==> src/rtl/mem_wb_writeback.sv <==
// MEM/WB writeback stage: selects among ALU result, load data, link value and
// immediate, registers the chosen value and drives the register-file write
// port and the forwarding unit. Loads wait in WAIT_MEM for the data memory.
module mem_wb_writeback #(
    parameter int DATA_WIDTH     = 32,
    parameter int REG_ADDR_WIDTH = 5
) (
    input  logic                      clk,
    input  logic                      rst,
    input  logic                      InValid,
    output logic                      InReady,
    input  logic                      Flush,
    input  logic [1:0]                WbSel,
    input  logic [1:0]                LoadSize,
    input  logic                      LoadUnsigned,
    input  logic [1:0]                ByteOffset,
    input  logic [DATA_WIDTH-1:0]     Result,
    input  logic [DATA_WIDTH-1:0]     PcPlus4,
    input  logic [DATA_WIDTH-1:0]     Imm,
    input  logic                      RegWrite,
    input  logic [REG_ADDR_WIDTH-1:0] WriteReg,
    input  logic                      MemReadValid,
    input  logic [DATA_WIDTH-1:0]     ReadData,
    output logic                      WbValid,
    output logic                      WbRegWrite,
    output logic [REG_ADDR_WIDTH-1:0] WbWriteReg,
    output logic [DATA_WIDTH-1:0]     WbWriteData,
    output logic                      MisalignErr
);

    localparam logic [0:0] IDLE     = 1'b0;
    localparam logic [0:0] WAIT_MEM = 1'b1;

    localparam logic [1:0] SEL_RESULT = 2'b00;
    localparam logic [1:0] SEL_LOAD   = 2'b01;
    localparam logic [1:0] SEL_PC4    = 2'b10;
    localparam logic [1:0] SEL_IMM    = 2'b11;

    logic [0:0]                stateR;
    logic [1:0]                loadSizeR;
    logic                      loadUnsignedR;
    logic [1:0]                byteOffsetR;
    logic                      regWriteR;
    logic [REG_ADDR_WIDTH-1:0] writeRegR;

    logic [DATA_WIDTH-1:0]     selDataS;
    logic [DATA_WIDTH-1:0]     loadDataS;
    logic                      misalignS;
    logic                      transferS;

    // Lane-align a load and extend it to the datapath width. The result is
    // pre-filled with the extension bit so no zero-width replication is needed.
    function automatic logic [DATA_WIDTH-1:0] extendLoad(
        input logic [31:0] d,
        input logic [1:0]  size,
        input logic        isUnsigned,
        input logic [1:0]  offset
    );
        logic [31:0]           shifted;
        logic [15:0]           half;
        logic [DATA_WIDTH-1:0] r;
        shifted = d >> {offset, 3'b000};
        half    = offset[1] ? d[31:16] : d[15:0];
        case (size)
            2'b00: begin
                r      = {DATA_WIDTH{shifted[7] & ~isUnsigned}};
                r[7:0] = shifted[7:0];
            end
            2'b01: begin
                r       = {DATA_WIDTH{half[15] & ~isUnsigned}};
                r[15:0] = half;
            end
            default: begin
                // word and the reserved size both load the full 32 bits
                r       = {DATA_WIDTH{d[31] & ~isUnsigned}};
                r[31:0] = d;
            end
        endcase
        return r;
    endfunction

    // A load is misaligned when its address is not a multiple of its size.
    function automatic logic isMisaligned(
        input logic [1:0] size,
        input logic [1:0] offset
    );
        logic m;
        case (size)
            2'b00:   m = 1'b0;
            2'b01:   m = offset[0];
            default: m = (offset != 2'b00);
        endcase
        return m;
    endfunction

    // Handshake is only offered in IDLE and never while reset is held.
    assign InReady   = (stateR == IDLE) && !rst;
    assign transferS = InValid && InReady && !Flush;

    // Non-load source selection and extraction of the held load.
    always_comb begin
        selDataS = Result;
        case (WbSel)
            SEL_RESULT: selDataS = Result;
            SEL_PC4:    selDataS = PcPlus4;
            SEL_IMM:    selDataS = Imm;
            default:    selDataS = Result;
        endcase
        loadDataS = extendLoad(ReadData[31:0], loadSizeR, loadUnsignedR, byteOffsetR);
        misalignS = isMisaligned(loadSizeR, byteOffsetR);
    end

    // State, load capture and registered writeback outputs.
    always_ff @(posedge clk or posedge rst) begin
        if (rst) begin
            stateR        <= IDLE;
            loadSizeR     <= 2'b00;
            loadUnsignedR <= 1'b0;
            byteOffsetR   <= 2'b00;
            regWriteR     <= 1'b0;
            writeRegR     <= {REG_ADDR_WIDTH{1'b0}};
            WbValid       <= 1'b0;
            WbRegWrite    <= 1'b0;
            WbWriteReg    <= {REG_ADDR_WIDTH{1'b0}};
            WbWriteData   <= {DATA_WIDTH{1'b0}};
            MisalignErr   <= 1'b0;
        end else begin
            WbValid     <= 1'b0;
            MisalignErr <= 1'b0;
            case (stateR)
                IDLE: begin
                    if (transferS) begin
                        if (WbSel == SEL_LOAD) begin
                            loadSizeR     <= LoadSize;
                            loadUnsignedR <= LoadUnsigned;
                            byteOffsetR   <= ByteOffset;
                            regWriteR     <= RegWrite;
                            writeRegR     <= WriteReg;
                            stateR        <= WAIT_MEM;
                        end else begin
                            WbValid     <= 1'b1;
                            WbWriteData <= selDataS;
                            WbWriteReg  <= WriteReg;
                            WbRegWrite  <= RegWrite && (WriteReg != {REG_ADDR_WIDTH{1'b0}});
                        end
                    end
                end
                WAIT_MEM: begin
                    if (Flush) begin
                        stateR <= IDLE;
                    end else if (MemReadValid) begin
                        WbValid     <= 1'b1;
                        MisalignErr <= misalignS;
                        WbWriteData <= loadDataS;
                        WbWriteReg  <= writeRegR;
                        WbRegWrite  <= regWriteR && (writeRegR != {REG_ADDR_WIDTH{1'b0}}) && !misalignS;
                        stateR      <= IDLE;
                    end
                end
                default: stateR <= IDLE;
            endcase
        end
    end

endmodule

==> config.mk <==
export PLATFORM = sky130hd
export DESIGN_NAME = mem_wb_writeback
export DESIGN_NICKNAME = d
export VERILOG_FILES = /design/src/rtl/mem_wb_writeback.sv
export SDC_FILE = /design/constraint.sdc
export NUM_CORES = 1
export LEC_CHECK = 0
export BUFFER_PORTS_ARGS = -buffer_cell sky130_fd_sc_hd__buf_2
export CAP_MARGIN = 5
export CORE_MARGIN = 2
export CORE_UTILIZATION = 35
export DETAILED_ROUTE_END_ITERATION = 10
export PLACE_DENSITY = 0.63
export REMOVE_ABC_BUFFERS = 1
export SYNTH_ARGS = -nofsm -noshare
export SYNTH_HDL_FRONTEND = slang
export SYNTH_SLANG_ARGS = --single-unit
==> constraint.sdc <==
create_clock -name clk -period 2.9 [get_ports clk]
set_input_delay 0.145 -clock clk [delete_from_list [all_inputs] [get_ports clk]]
set_output_delay 0.145 -clock clk [all_outputs]
set_load 0.02 [all_outputs]
==> Word level (Yosys, flattened, before mapping) <==
Cells that the tools add are included.
W data, S select, Z words.
{ "totals": {"in_bits": 146, "wordCells": 71, "ff_bits": 52, "out_inout_bits": 41} }
{ "op_classes": {"n_mux": 32, "bitwise": 4, "n_reduce_logical": 15, "n_shift": 1, "n_eq_ne": 8} }
{ "op_table": {"columns": ["op", "count"], "rows": [
  ["$pmux W32 S2", 3],
  ["$mux W32", 4],
  ["$shr A32 B5 Y8", 1],
  ["$mux W5", 4],
  ["$mux W16", 1],
  ["$mux W1", 15],
  ["$pmux W5 S2", 1],
  ["$reduce_bool A5 Y1", 2],
  ["$ne A2 B2 Y1 const B", 4],
  ["$pmux W1 S2", 4],
  ["$logic_and A1 B1 Y1", 6],
  ["$eq A2 B1 Y1 const B", 2],
  ["$eq A2 B2 Y1 const B", 2],
  ["$reduce_and A4 Y1", 1],
  ["$logic_not A1 Y1", 3],
  ["$reduce_and A3 Y1", 1],
  ["$and A1 B1 Y1", 2],
  ["$logic_not A2 Y1", 1],
  ["$not A1 Y1", 2],
  ["$reduce_bool A2 Y1", 1]
]} }

==> Depth between registers and ports, before layout <==
Gate-level depths: netlist of the first run.
{ "logic_depth": {"ltp_word": 7, "mapped_depth": 8, "ltp_nobuf": 5} }

==> Worst setup path before layout of the first run <==
No wires, ideal clock.
{ "synth_path": {"path_type": "reg2reg", "startpoint": "register stateR", "endpoint": "register WbWriteData[15]", "required_ns": 2.779, "stages_incl_launch_ff": 6, "setup_slack_ns": 1.322, "arrival_ns": 1.457, "path_buffers": 1, "period_less_slack_ns": 1.578, "cell_sequence": "dfrtp_1 -> buf_2 -> nor4b_4 -> a21oi_4 -> or3_1 -> o22a_1"} }
{ "synth_via": {"elab_chain_cells": 6} }
{ "synth_rtl": {"columns": ["item", "line", "text"], "rows": [
  ["start, declared", "39", "logic [0:0] stateR;"],
  ["start signal, assigned", "116", "stateR <= IDLE;"],
  ["start signal, assigned", "139", "stateR <= WAIT_MEM;"],
  ["start signal, assigned", "150", "stateR <= IDLE;"],
  ["$not A1 Y1 (no line)", null, null],
  ["$logic_and A1 B1 Y1", "97", "assign InReady = (stateR == IDLE) && !rst;"],
  ["$logic_and A1 B1 Y1 (2 in series)", "98", "assign transferS = InValid && InReady && !Flush;"],
  ["$ne A2 B2 Y1 (no line)", null, null],
  ["$reduce_and A4 Y1 (no line)", null, null],
  ["end signal, assigned", "125", "WbWriteData <= {DATA_WIDTH{1'b0}};"],
  ["end signal, assigned", "142", "WbWriteData <= selDataS;"],
  ["end signal, assigned", "154", "WbWriteData <= loadDataS;"],
  ["end, declared", "27", "output logic [DATA_WIDTH-1:0] WbWriteData,"]
]} }
Parallel ways exist; a longest one is shown, timed or not.
A chain may end at the register's enable or synchronous reset.

==> Worst setup path after layout of the first run <==
{ "layout_path": {"startpoint": "register stateR", "endpoint": "register WbRegWrite"} }
{ "layout_via": {"elab_chain_cells": 6} }
{ "layout_rtl": {"columns": ["item", "line", "text"], "rows": [
  ["$not A1 Y1 (no line)", null, null],
  ["$logic_and A1 B1 Y1", "97", null],
  ["$logic_and A1 B1 Y1 (2 in series)", "98", null],
  ["$ne A2 B2 Y1 (no line)", null, null],
  ["$reduce_and A4 Y1 (no line)", null, null],
  ["end signal, assigned", "144", "WbRegWrite <= RegWrite && (WriteReg != {REG_ADDR_WIDTH{1'b0}});"],
  ["end signal, assigned", "156", "WbRegWrite <= regWriteR && (writeRegR != {REG_ADDR_WIDTH{1'b0}}) && !misalignS;"],
  ["end, declared", "25", "output logic WbRegWrite,"]
]} }
Parallel ways exist; a longest one is shown, timed or not.

==> metrics list, run 1 <==
- Run status: complete, no violations
* Number of primary I/O pins: 187
- After routing the design area is 4930 sq um.
* Peak supply drop: 0.253 mV
* Library cell used as clock root buffer: clkbuf_8
- In the routed design, unresolved DRC markers number 0.
- Total number of cells along the worst setup path: 5
- The biggest area contributor in the post-synthesis netlist is dfrtp_1.
- Using the TritonRoute via totals, the vias-per-cell ratio works out to 5.31.
- The first global-routing pass estimated 18300 microns of wire.
- The core region is 10800 sq um.
- Delay-heaviest family, CP: compound AO/OA/AOI/OAI gates
- The top cell types in the final layout, fill and taps aside, are buf_2 (186), dfrtp_1 (51), mux2i_1 (45).
- Pwr Density: 514 nW/um^2
- The worst setup path is captured at a register.
* Area growth syn-to-layout: 27.9%
- For this configuration, the core starts out at a cell density of 0.357.
- The floorplan has 38 rows.
- Number of hold buffers added after CTS: 0
- Post-route total power: 2.53 mW
- Number of hold-slack violations in the final timing report: 0
- The startpoint identified for the worst register-to-register timing path is stateR$_DFF_PP0_.
* Number of buffers on the longest clock path: 2
* Share of the synthesized netlist area taken by xor and xnor gates: 0
* Compound-Gate Fraction of Synth Area: 0.274
- Synthesized area per cell: 8.82 sq um
* Sink of the worst hold path: stateR$_DFF_PP0_
- Chip Height: 109 microns
* Register bit total from synthesis: 52
- Of the post-synthesis cell area, the part taken by muxes is 0.207.
- Worst-Skew Late Latency: 0.31 ns
- YS warnings: 0
- Final cycle utilization of the critical path: 0.702
- Number of buffers and inverters on the critical path: 1
- Data on the critical path is required at its endpoint by 3.11 ns.
- Post-route minimum period: 2.04 ns
* Unique cell type count in the Yosys netlist: 41
- In this run the remaining antenna-violating nets after routing total 0.
- By area the synthesized netlist is led by dfrtp_1 (34%), mux2i_1 (12%), a21oi_1 (5.3%), o21ai_0 (5.2%), mux2_2 (4.7%).
* Overall die width: 109 microns
* Dpl hpwl: 8870 microns
- In this run the worst setup path begins at stateR$_DFF_PP0_.
- Delay of the slowest critical-path stage: 0.52 ns
* Area occupied by registers: 1300 sq um
- Dominant combinational cell family by area after synthesis: compound AO/OA/AOI/OAI gates
* Area of combinational cells with multiple inputs: 2330 sq um
- The cell area that synthesis handed to floorplanning was 3850 sq um.
* Share of post-route cells with drive strength above 1: 0.392
- Number of global-route vias before repair: 3700
* Setup violation total in the final timing report: 0
- Starting DRT DRC Count: 200
- Data arrives at the worst endpoint at 2.25 ns.
- After clock tree synthesis, the clock-pin slew on the worst setup and hold paths is 0.09 ns.
- Post-CTS timing repair inserted 0 buffers for setup.
- Crit path max fanout: 42
- Final net count: 739
- Average wire per cell in the routed design: 16.1 microns
- Die Outline Area: 11900 sq um
- CTS Buf Count: 5
* Number of cells produced by synthesis: 437
* Most common cell after layout, fill and taps aside: buf_2
- TritonCTS built the clock tree.
- The worst hold path was traced through 2 stages.
- The tool flagged a number of max-cap violations equal to 0.
- The share of synthesized area in the top cell type comes to 0.338.
* Via count of the routed design: 3909
- Gates resized during post-CTS repair numbered 0.
- R2r endpoint: WbRegWrite$_DFFE_PP0P_
- The count of final max-slew check failures came to 0.
- On the final layout, the worst clock skew is 0.00710 ns.
- Setup slack on the worst reg-to-reg path comes out at 0.86 ns.
* Placement Cell Area: 4820 sq um
- For this design the static power due to leakage is 2.31 nW.
- Number of cells on the worst reg-to-reg path: 5
* Routed Wire Length: 11900 microns
- RePlAce Congestion: 0.816
- The tightest min-delay check is of the in -> reg type.
- Sequential share of the synthesized area: 0.338
- Setup repair after global routing left no endpoint under its margin.
- Number of filler cells placed in the layout: 1083
* Adder-cell share of the synthesized area: 0
- Port buffering added 186 buffers.
- The worst setup path is launched from a register.
- CTS sink cnt: 52
- The startpoint identified for the worst hold timing path is MemReadValid.
* GRT Total Usage: 0.197
- Derived from the worst setup path, the maximum achievable clock frequency is 491 MHz.
- The H-tree was split into 2 levels.
* Share of synthesized cell area in and, or, nand and nor gates: 0.122
- Remaining global-route overflow: 0
- The critical path goes through and3b_1 > a21oi_4 > inv_2 > o221ai_1 > o21a_1.
- By startpoint and endpoint, the worst setup path is classified as reg -> reg.
- Setup total negative slack: 0 ns
* Number of antenna violations at the first check in global routing: 2
- First-pass iteration count of the detailed router: 4
* Slew at the pin closest to its max-slew limit: 1.12 ns
- Measured against its own limit, the worst slew margin works out to 0.251.
* CP max stage cell: inv_2
- Entering global routing, the biggest net connects 68 pins.
-- cell families after synthesis --
family                 count (synthesis)
AND/OR/NAND/NOR                      103
AO/OA/AOI/OAI                        163
multiplexers                          69
flip-flops                            52
buffers and inverters                 50
-- worst reg2reg max path: cells and delay by family, from the launching register on --
kind	cells	cell delay [ns]
and+or+nand+nor	1	0.45
buffers and inverters	1	0.53
AOI/OAI and AO/OA	3	0.55
DFF	1	0.41
-- per-layer routing --
| layer | part of all wire | global-route usage | up-vias |
|---|---|---|---|
| met5 | 0.0011 | 0 | - |
| met4 | 0.015 | 0.0449 | 2 |
| met3 | 0.092 | 0.0526 | 11 |
| met2 | 0.46 | 0.319 | 139 |
| met1 | 0.43 | 0.263 | 1815 |
| li1 | - | - | 1942 |
-- synth_stat cells --
cell and n:
a211o_1 7, a211oi_1 9, a21boi_0 17, a21oi_1 41, a21oi_4 1, a31oi_1 5, a41oi_1 2, and3b_1 1
and4_1 2, buf_1 1, buf_2 20, buf_4 3, clkbuf_1 21, clkbuf_2 1, clkinv_1 1, dfrtp_1 52
inv_1 2, inv_2 1, mux2_2 16, mux2i_1 46, mux4_2 7, nand2_1 34, nand2b_1 4, nand3_1 2
nor2_1 43, nor2b_1 2, nor3_1 8, nor4b_1 1, nor4b_4 1, o21a_1 3, o21ai_0 40, o21ai_1 12
o221ai_1 1, o22a_1 6, o31ai_1 1, o32ai_4 1, o41a_1 1, o41ai_1 16, or2_2 1, or3_1 1
or4_1 3
-- stage by stage --
step | hold WS (ns) | cells | utilization | setup WS (ns)
final | 0.0340 | 736 | 0.456 | 0.863
after global routing | 0.0467 | 734 | 0.456 | 0.641
after CTS | 0.0291 | 734 | 0.456 | 0.868
after detailed placement | 0.370 | 726 | 0.447 | 0.892
after global placement | 0.353 | 726 | 0.447 | 0.951
after floorplan | 0.252 | 391 | - | 0.186
-- sequential cells by signal, indices dropped and copies added, names as in the netlist --
| register | flops |
|---|---|
| WbWriteData | 32 |
| WbWriteReg | 5 |
| writeRegR | 5 |
| byteOffsetR | 2 |
| loadSizeR | 2 |
| MisalignErr | 1 |
| WbRegWrite | 1 |
| WbValid | 1 |
| loadUnsignedR | 1 |
| regWriteR | 1 |
| stateR | 1 |
-- cell type report --
type / instances / share of cell area
Sequential cell: 52 / 0.264
Timing Repair Buffer: 195 / 0.203
Tap cell: 140 / 0.0356
Clock buffer: 8 / 0.0203
Antenna cell: 2 / 0.00102
Inverter: 4 / 0.00305
Multi-Input combinational cell: 335 / 0.473
-- where the power goes --
| group | switching [mW] | internal, mW |
|---|---|---|
| Clock | 0.246 | 0.219 |
| Combinational | 0.608 | 0.436 |
| Sequential | 0.140 | 0.884 |
| Total | 0.994 | 1.54 |
-- worst max-delay path by stage --
stage	endpoint
after floorplan	WbRegWrite$_DFFE_PP0P_
after global placement	WbWriteData[13]$_DFFE_PP0P_
after detailed placement	WbRegWrite$_DFFE_PP0P_
after CTS	WbRegWrite$_DFFE_PP0P_
after global routing	WbWriteData[14]$_DFFE_PP0P_
final	WbRegWrite$_DFFE_PP0P_
Power figures use the tool's default switching activity.
==> run 2, diff against run 1 <==
==> constraint.sdc (replaced) <==
create_clock -name clk -period 2 [get_ports clk]
set_input_delay 0.1 -clock clk [delete_from_list [all_inputs] [get_ports clk]]
set_output_delay 0.1 -clock clk [all_outputs]
set_load 0.02 [all_outputs]
==> run 2 against run 1 <==
Compared with the run above:
- combinational power grew 55%
- clock-buffer cell count shrank 2
- hold slack worse by 0.021 ns
- via count increased by 2.3%
- non-clock buffer count increased by 12
- clock power is 43% higher
- die area did not move
- largest power group unchanged
==> metrics list, run 2 (same netlist as run 1, synthesis figures left out) <==
* Delay-heaviest family, CP: compound AO/OA/AOI/OAI gates
- Counting cells, the worst reg-to-reg path comes to 4.
* Die Outline Area: 11900 sq um
* Crit path launch type: register
- The sequential cells in the finished layout cover a total of 1300 sq um.
- Largest registers ranked by flip-flop count: WbWriteData: 32 flops, WbWriteReg: 5 flops, writeRegR: 5 flops
- Data on the critical path is required at its endpoint by 2.23 ns.
- CTS Buf Count: 5
- Number of levels the H-tree was split into: 2
- In the finished design, the share of the clock period the worst path needs comes to 0.899.
- Hold wc startpoint: LoadSize[1]
- STA puts the critical path data arrival time at 2.03 ns.
- Setup violation total in the final timing report: 0
- Number of buffers on the longest clock path: 2
* DRC violation count after routing: 0
- Via count of the routed design: 3998
* Routed Wire Length: 12100 microns
* Leakage dissipation: 2.37 nW
- DRT antenna net count: 0
- Worst-case headroom to the max-slew limit: 0.547
* Clock-pin slew on the worst setup and hold paths: 0.10 ns
- Fill cells in the final layout number 1069.
- The worst hold path was traced through 2 stages.
* Overall die width: 109 microns
- The initial antenna violation count came to 1.
- The initial utilization of the core area, before any placement, comes to 0.357.
* Area of combinational cells with multiple inputs: 2330 sq um
- Placed Instances: 736
* First-pass iteration count of the detailed router: 4
* Largest register FFs: 32
- Total number of placement rows: 38
- Number of buffers and inverters on the critical path: 0
- Critical Setup Path Class: reg -> reg
* Via density per instance: 5.35
- CP max stage cell: o32ai_4
* Clock tree from TritonCTS: built
- Setup repair after global routing missed its margin: false
- Ranked by flip-flop count, first place goes to WbWriteData.
- Timing analysis after detailed placement gives a worst setup slack of 0.226 ns.
- Post-route cell area: 5040 sq um
- Number of primary I/O pins: 187
* GRT Total Usage: 0.205
* Port buffer count: 186
- Startpoint of the most critical register-to-register path: byteOffsetR[1]$_DFFE_PP0P_
* Worst path cell trace: mux2i_2 > o32ai_4 > nand3_1 > a41oi_1
* Pwr Density: 737 nW/um^2
- Starting DRT DRC Count: 186
- Most common cell after layout, fill and taps aside: buf_2
- Of the cells placed in the final design, the portion with a size suffix greater than 1 is 0.403.
- Average wire per cell in the routed design: 16.2 microns
- Worst-case clock skew: 0.00379 ns
- Slew at the pin closest to its max-slew limit: 0.680 ns
- The worst register-to-register path ends at WbWriteData[13]$_DFFE_PP0P_.
- Worst setup slack for register-to-register paths: 0.20 ns
- CTS saw 52 sinks.
* Crit path max fanout: 17
* Delay of the slowest critical-path stage: 0.63 ns
- Post-Layout Cell Count: 747
* Remaining global-route overflow: 0
- Worst path setup slack after routing: 0.203 ns
* Core footprint: 10800 sq um
- Based on the critical path, the design can be clocked at up to 556 MHz.
- The tightest min-delay check is of the in -> reg type.
- Chip Height: 109 microns
- The worst-case IR drop observed on VDD is 0.440 mV.
* Setup total negative slack: 0 ns
- Fraction of the core area covered by cells at the end of the flow: 0.467
* Final net count: 751
* Sink of the worst hold path: loadSizeR[1]$_DFFE_PP0P_
* Number of global-route vias before repair: 3898
- The run finished with clean final reports.
- After detailed placement, the total cell area comes to 4920 sq um.
* Dpl hpwl: 9290 microns
- The clock period could shrink to 1.80 ns.
- The first global-routing pass estimated 19100 microns of wire.
- Leaving out fill and tap cells, the most frequent cells in the layout are buf_2 (186), dfrtp_1 (51), mux2i_1 (45).
- Once the clock tree was built, the setup fixing pass inserted 0 buffers.
- The final hold violation count came to 0.
- The count of final max-slew check failures came to 0.
- Sort of element at the end of the critical path: register
* Pin count of the biggest net entering global routing: 65
- The tool flagged a number of max-cap violations equal to 0.
- Total number of cells along the worst setup path: 4
- CTS placed an instance of clkbuf_8 at the clock tree root.
- At the later pin of the worst-skew pair, clock insertion delay measures 0.31 ns.
* Area growth syn-to-layout: 31.0%
- At the end of routability-driven placement, the weighted congestion stood at 0.811.
==> run 2: layout make-up <==
type | count | share of cell area
antenna | 1 | 0.000496
clock buffer | 6 | 0.0164
clock inverter | 2 | 0.00298
inverter | 4 | 0.00298
multi-input combinational | 335 | 0.462
sequential | 52 | 0.258
tap | 140 | 0.0347
timing repair buffer | 207 | 0.222
==> run 2: where the power goes <==
part / total, mW / switching (mW) / leakage [nW] / internal (mW)
registers: 1.44 / 0.158 / 0.623 / 1.28
clock network: 0.664 / 0.382 / 0.0434 / 0.281
logic: 1.61 / 0.939 / 1.70 / 0.675
==> run 2: worst max path at each step <==
stage,to,startpoint
3_5_place_dp,WbWriteData[6]$_DFFE_PP0P_,stateR$_DFF_PP0_
3_3_place_gp,WbWriteData[29]$_DFFE_PP0P_,stateR$_DFF_PP0_
4_1_cts,WbWriteData[6]$_DFFE_PP0P_,stateR$_DFF_PP0_
6_report,WbWriteData[13]$_DFFE_PP0P_,byteOffsetR[1]$_DFFE_PP0P_
2_1_floorplan,WbRegWrite$_DFFE_PP0P_,stateR$_DFF_PP0_
5_1_grt,WbWriteData[29]$_DFFE_PP0P_,stateR$_DFF_PP0_
==> run 2: what timing repair did <==
action	CTS	global route
gates resized for setup	0	1
endpoints found under the hold margin	22	0
endpoints found under the setup margin	0	4
hold buffers	2	0
==> run 2: per-stage QoR <==
step | power (mW) | hold WS (ns)
2_1_floorplan | 2.40 | 0.207
3_3_place_gp | 3.03 | 0.199
3_5_place_dp | 3.07 | 0.206
4_1_cts | 3.74 | 0.00123
5_1_grt | 3.97 | 0.00587
6_report | 3.72 | 0.0126
==> run 2: routing by layer <==
metal | routed length [microns] | GRT usage
met2 | 5540 | 0.346
met4 | 212 | 0.0467
met1 | 5330 | 0.265
met5 | 0 | 0
met3 | 993 | 0.0514
==> run 2: worst register-to-register path, stage by stage (launching register included) <==
cell     delay [ns]
dfrtp_1        0.43
mux2i_2        0.20
o32ai_4        0.63
nand3_1        0.23
a41oi_1        0.23
==> run 3, diff against run 2 <==
--- a/config.mk
+++ b/config.mk
@@ -10,7 +10,7 @@
 export CORE_MARGIN = 2
 export CORE_UTILIZATION = 35
 export DETAILED_ROUTE_END_ITERATION = 10
-export PLACE_DENSITY = 0.63
+export PLACE_DENSITY = 0.71
 export REMOVE_ABC_BUFFERS = 1
 export SYNTH_ARGS = -nofsm -noshare
 export SYNTH_HDL_FRONTEND = slang
==> run 3 against run 2 <==
Compared with the run above:
- global-route usage rose by 0.26 points
- combinational power is essentially flat
- clock-buffer cell count up 1
- wire length increased by 2.9%
- the flow now finishes with violations (negative hold slack)
- non-clock buffer count is 3 lower
- flip-flop and latch count unchanged
==> metrics list, run 3 (same netlist as run 1, synthesis figures left out) <==
- Run status: complete, but fails checks
- Violations in the final reports: negative hold slack
* Port buffer count: 186
- Die Outline Area: 11900 sq um
- Starting DRT DRC Count: 137
- Including well taps, the total number of placed cells is 734.
* Critical Setup Path Class: reg -> reg
- The region available for standard cell placement spans 10800 sq um.
- Average wire per cell in the routed design: 16.7 microns
- Number of cells on the worst reg-to-reg path: 4
- For this configuration, the core starts out at a cell density of 0.357.
- Setup violations remaining at the end of the flow were counted as 0.
- CTS placed an instance of clkbuf_8 at the clock tree root.
* Most common cell after layout, fill and taps aside: buf_2
- Max-cap violations in this run came to 0.
- The endpoint identified for the worst register-to-register timing path is WbWriteData[13]$_DFFE_PP0P_.
* Remaining global-route overflow: 0
* Clock-pin slew on the worst setup and hold paths: 0.10 ns
- Area occupied by registers: 1300 sq um
* Final net count: 748
* Slew at the pin closest to its max-slew limit: 0.651 ns
- Crit path max fanout: 17
- The register with the most flip-flops in the layout has 32 of them.
- Worst hold path depth: 2
- The top cell types in the final layout, fill and taps aside, are buf_2 (186), dfrtp_1 (51), mux2i_1 (45).
- Routed Wire Length: 12400 microns
- Total number of placement rows: 38
- Largest registers ranked by flip-flop count: WbWriteData: 32 flops, WbWriteReg: 5 flops, writeRegR: 5 flops
- Number of global-route vias before repair: 3947
* Achievable frequency: 539 MHz
- For the worst-skew pair, the clock arrives at the later sink with an insertion delay of 0.31 ns.
- Setup total negative slack: 0 ns
- The completed layout was analyzed and its total power is 3.70 mW.
* Leakage dissipation: 2.36 nW
- CP max stage cell: o32ai_4
* CTS resizes: 0
- Crit path launch type: register
- Count of pins over their slew limit: 0
- Post-route minimum period: 1.86 ns
* Worst setup slack for register-to-register paths: 0.14 ns
- The clock net in this run drives a total of 52 sinks.
* Fraction of the core area covered by cells at the end of the flow: 0.466
- Summing all multi-input logic gate instances after layout gives 2330 sq um.
* Number of buffers on the longest clock path: 2
- Number of primary I/O pins: 187
- Crit path required time: 2.23 ns
- Worst-case headroom to the max-slew limit: 0.566
- Leaving out filler cells and counting taps, the final layout contains 745.
- The register with the most flip-flops in the final layout is WbWriteData.
- The congestion estimate from routability-driven global placement came to 0.825.
* Dpl hpwl: 9680 microns
- Entering global routing, the biggest net connects 67 pins.
- Hold wc startpoint: MemReadValid
* Startpoint of the most critical register-to-register path: byteOffsetR[1]$_DFFE_PP0P_
* DRT antenna net count: 0
- Via count of the routed design: 3982
- For the worst setup path, the data arrival time is 2.08 ns.
- The final hold violation count was 1.
- The tightest hold path in the finished design has a slack of -0.00298 ns.
* Overall die width: 109 microns
- For this run, design rule violations remaining after detail routing come to 0.
* Global-route wire length before repair: 19300 microns
* Worst path setup slack after routing: 0.145 ns
- The worst setup path is captured at a register.
* Worst-case clock skew: 0.00812 ns
* Area growth syn-to-layout: 30.5%
- Of the cells placed in the final design, the portion with a size suffix greater than 1 is 0.400.
* Worst path cell trace: mux2i_2 > o32ai_4 > nand3_1 > a41oi_1
- The layout has 1105 filler cells.
- Worst Setup Slack post-DPL: 0.161 ns
- Delay of the slowest critical-path stage: 0.62 ns
* Number of antenna violations at the first check in global routing: 2
- CTS Buf Count: 5
- Chip Height: 109 microns
* Number of levels the H-tree was split into: 2
- The tightest min-delay check is of the in -> reg type.
* First-pass iteration count of the detailed router: 4
* Final cycle utilization of the critical path: 0.928
- Pwr Density: 735 nW/um^2
- VDD sags by at most 0.430 mV.
* Clock tree from TritonCTS: built
- Via density per instance: 5.34
- GRT Total Usage: 0.208
- For hold timing, the worst endpoint is stateR$_DFF_PP0_.
- Setup repair after global routing missed its margin: false
-- run 3: repair_timing --
action,CTS,global route
buffers inserted,0,0
hold endpoints to repair,19,0
hold buffers,1,0
-- run 3: how the worst max path moves through the flow --
stage	from	slack, ns	end
finish	byteOffsetR[1]$_DFFE_PP0P_	0.14	WbWriteData[13]$_DFFE_PP0P_
global route	loadSizeR[0]$_DFFE_PP0P_	0.004	WbWriteData[28]$_DFFE_PP0P_
CTS	byteOffsetR[1]$_DFFE_PP0P_	0.14	WbWriteData[13]$_DFFE_PP0P_
detailed placement	byteOffsetR[1]$_DFFE_PP0P_	0.16	WbWriteData[13]$_DFFE_PP0P_
global placement	byteOffsetR[1]$_DFFE_PP0P_	0.28	WbWriteData[15]$_DFFE_PP0P_
floorplan	stateR$_DFF_PP0_	-0.71	WbRegWrite$_DFFE_PP0P_
-- run 3: critical path, delay by kind of cell (launching register included) --
family	cells	cell delay [ns]
multiplexers	1	0.23
AO/OA/AOI/OAI	2	0.86
flip-flops	1	0.48
AND/OR/NAND/NOR	1	0.22
-- run 3: routing by layer --
metal,part of all wire,vias up,GRT usage
met5,0,-,0
met4,0.012,0,0.0421
met3,0.090,13,0.0532
met2,0.47,164,0.364
met1,0.42,1854,0.258
li1,-,1951,-
-- run 3: final cells by class --
class / instances / share of cell area
Tap cell: 140 / 0.0348
Sequential cell: 52 / 0.259
Clock inverter: 1 / 0.00149
Clock buffer: 7 / 0.0172
Timing Repair Buffer: 204 / 0.220
Multi-Input combinational cell: 335 / 0.463
Inverter: 4 / 0.00299
Antenna cell: 2 / 0.000996
-- run 3: power breakdown --
group	internal [mW]	switching [mW]	leakage, nW
sequential	1.28	0.166	0.623
combinational	0.668	0.931	1.69
clock	0.282	0.366	0.0445
-- run 3: through the flow --
step	hold WS [ns]	area, sq um
2_1_floorplan	0.207	3640
3_3_place_gp	0.179	4920
3_5_place_dp	0.185	4920
4_1_cts	0.000378	5020
5_1_grt	0.0223	5020
6_report	-0.00298	5030
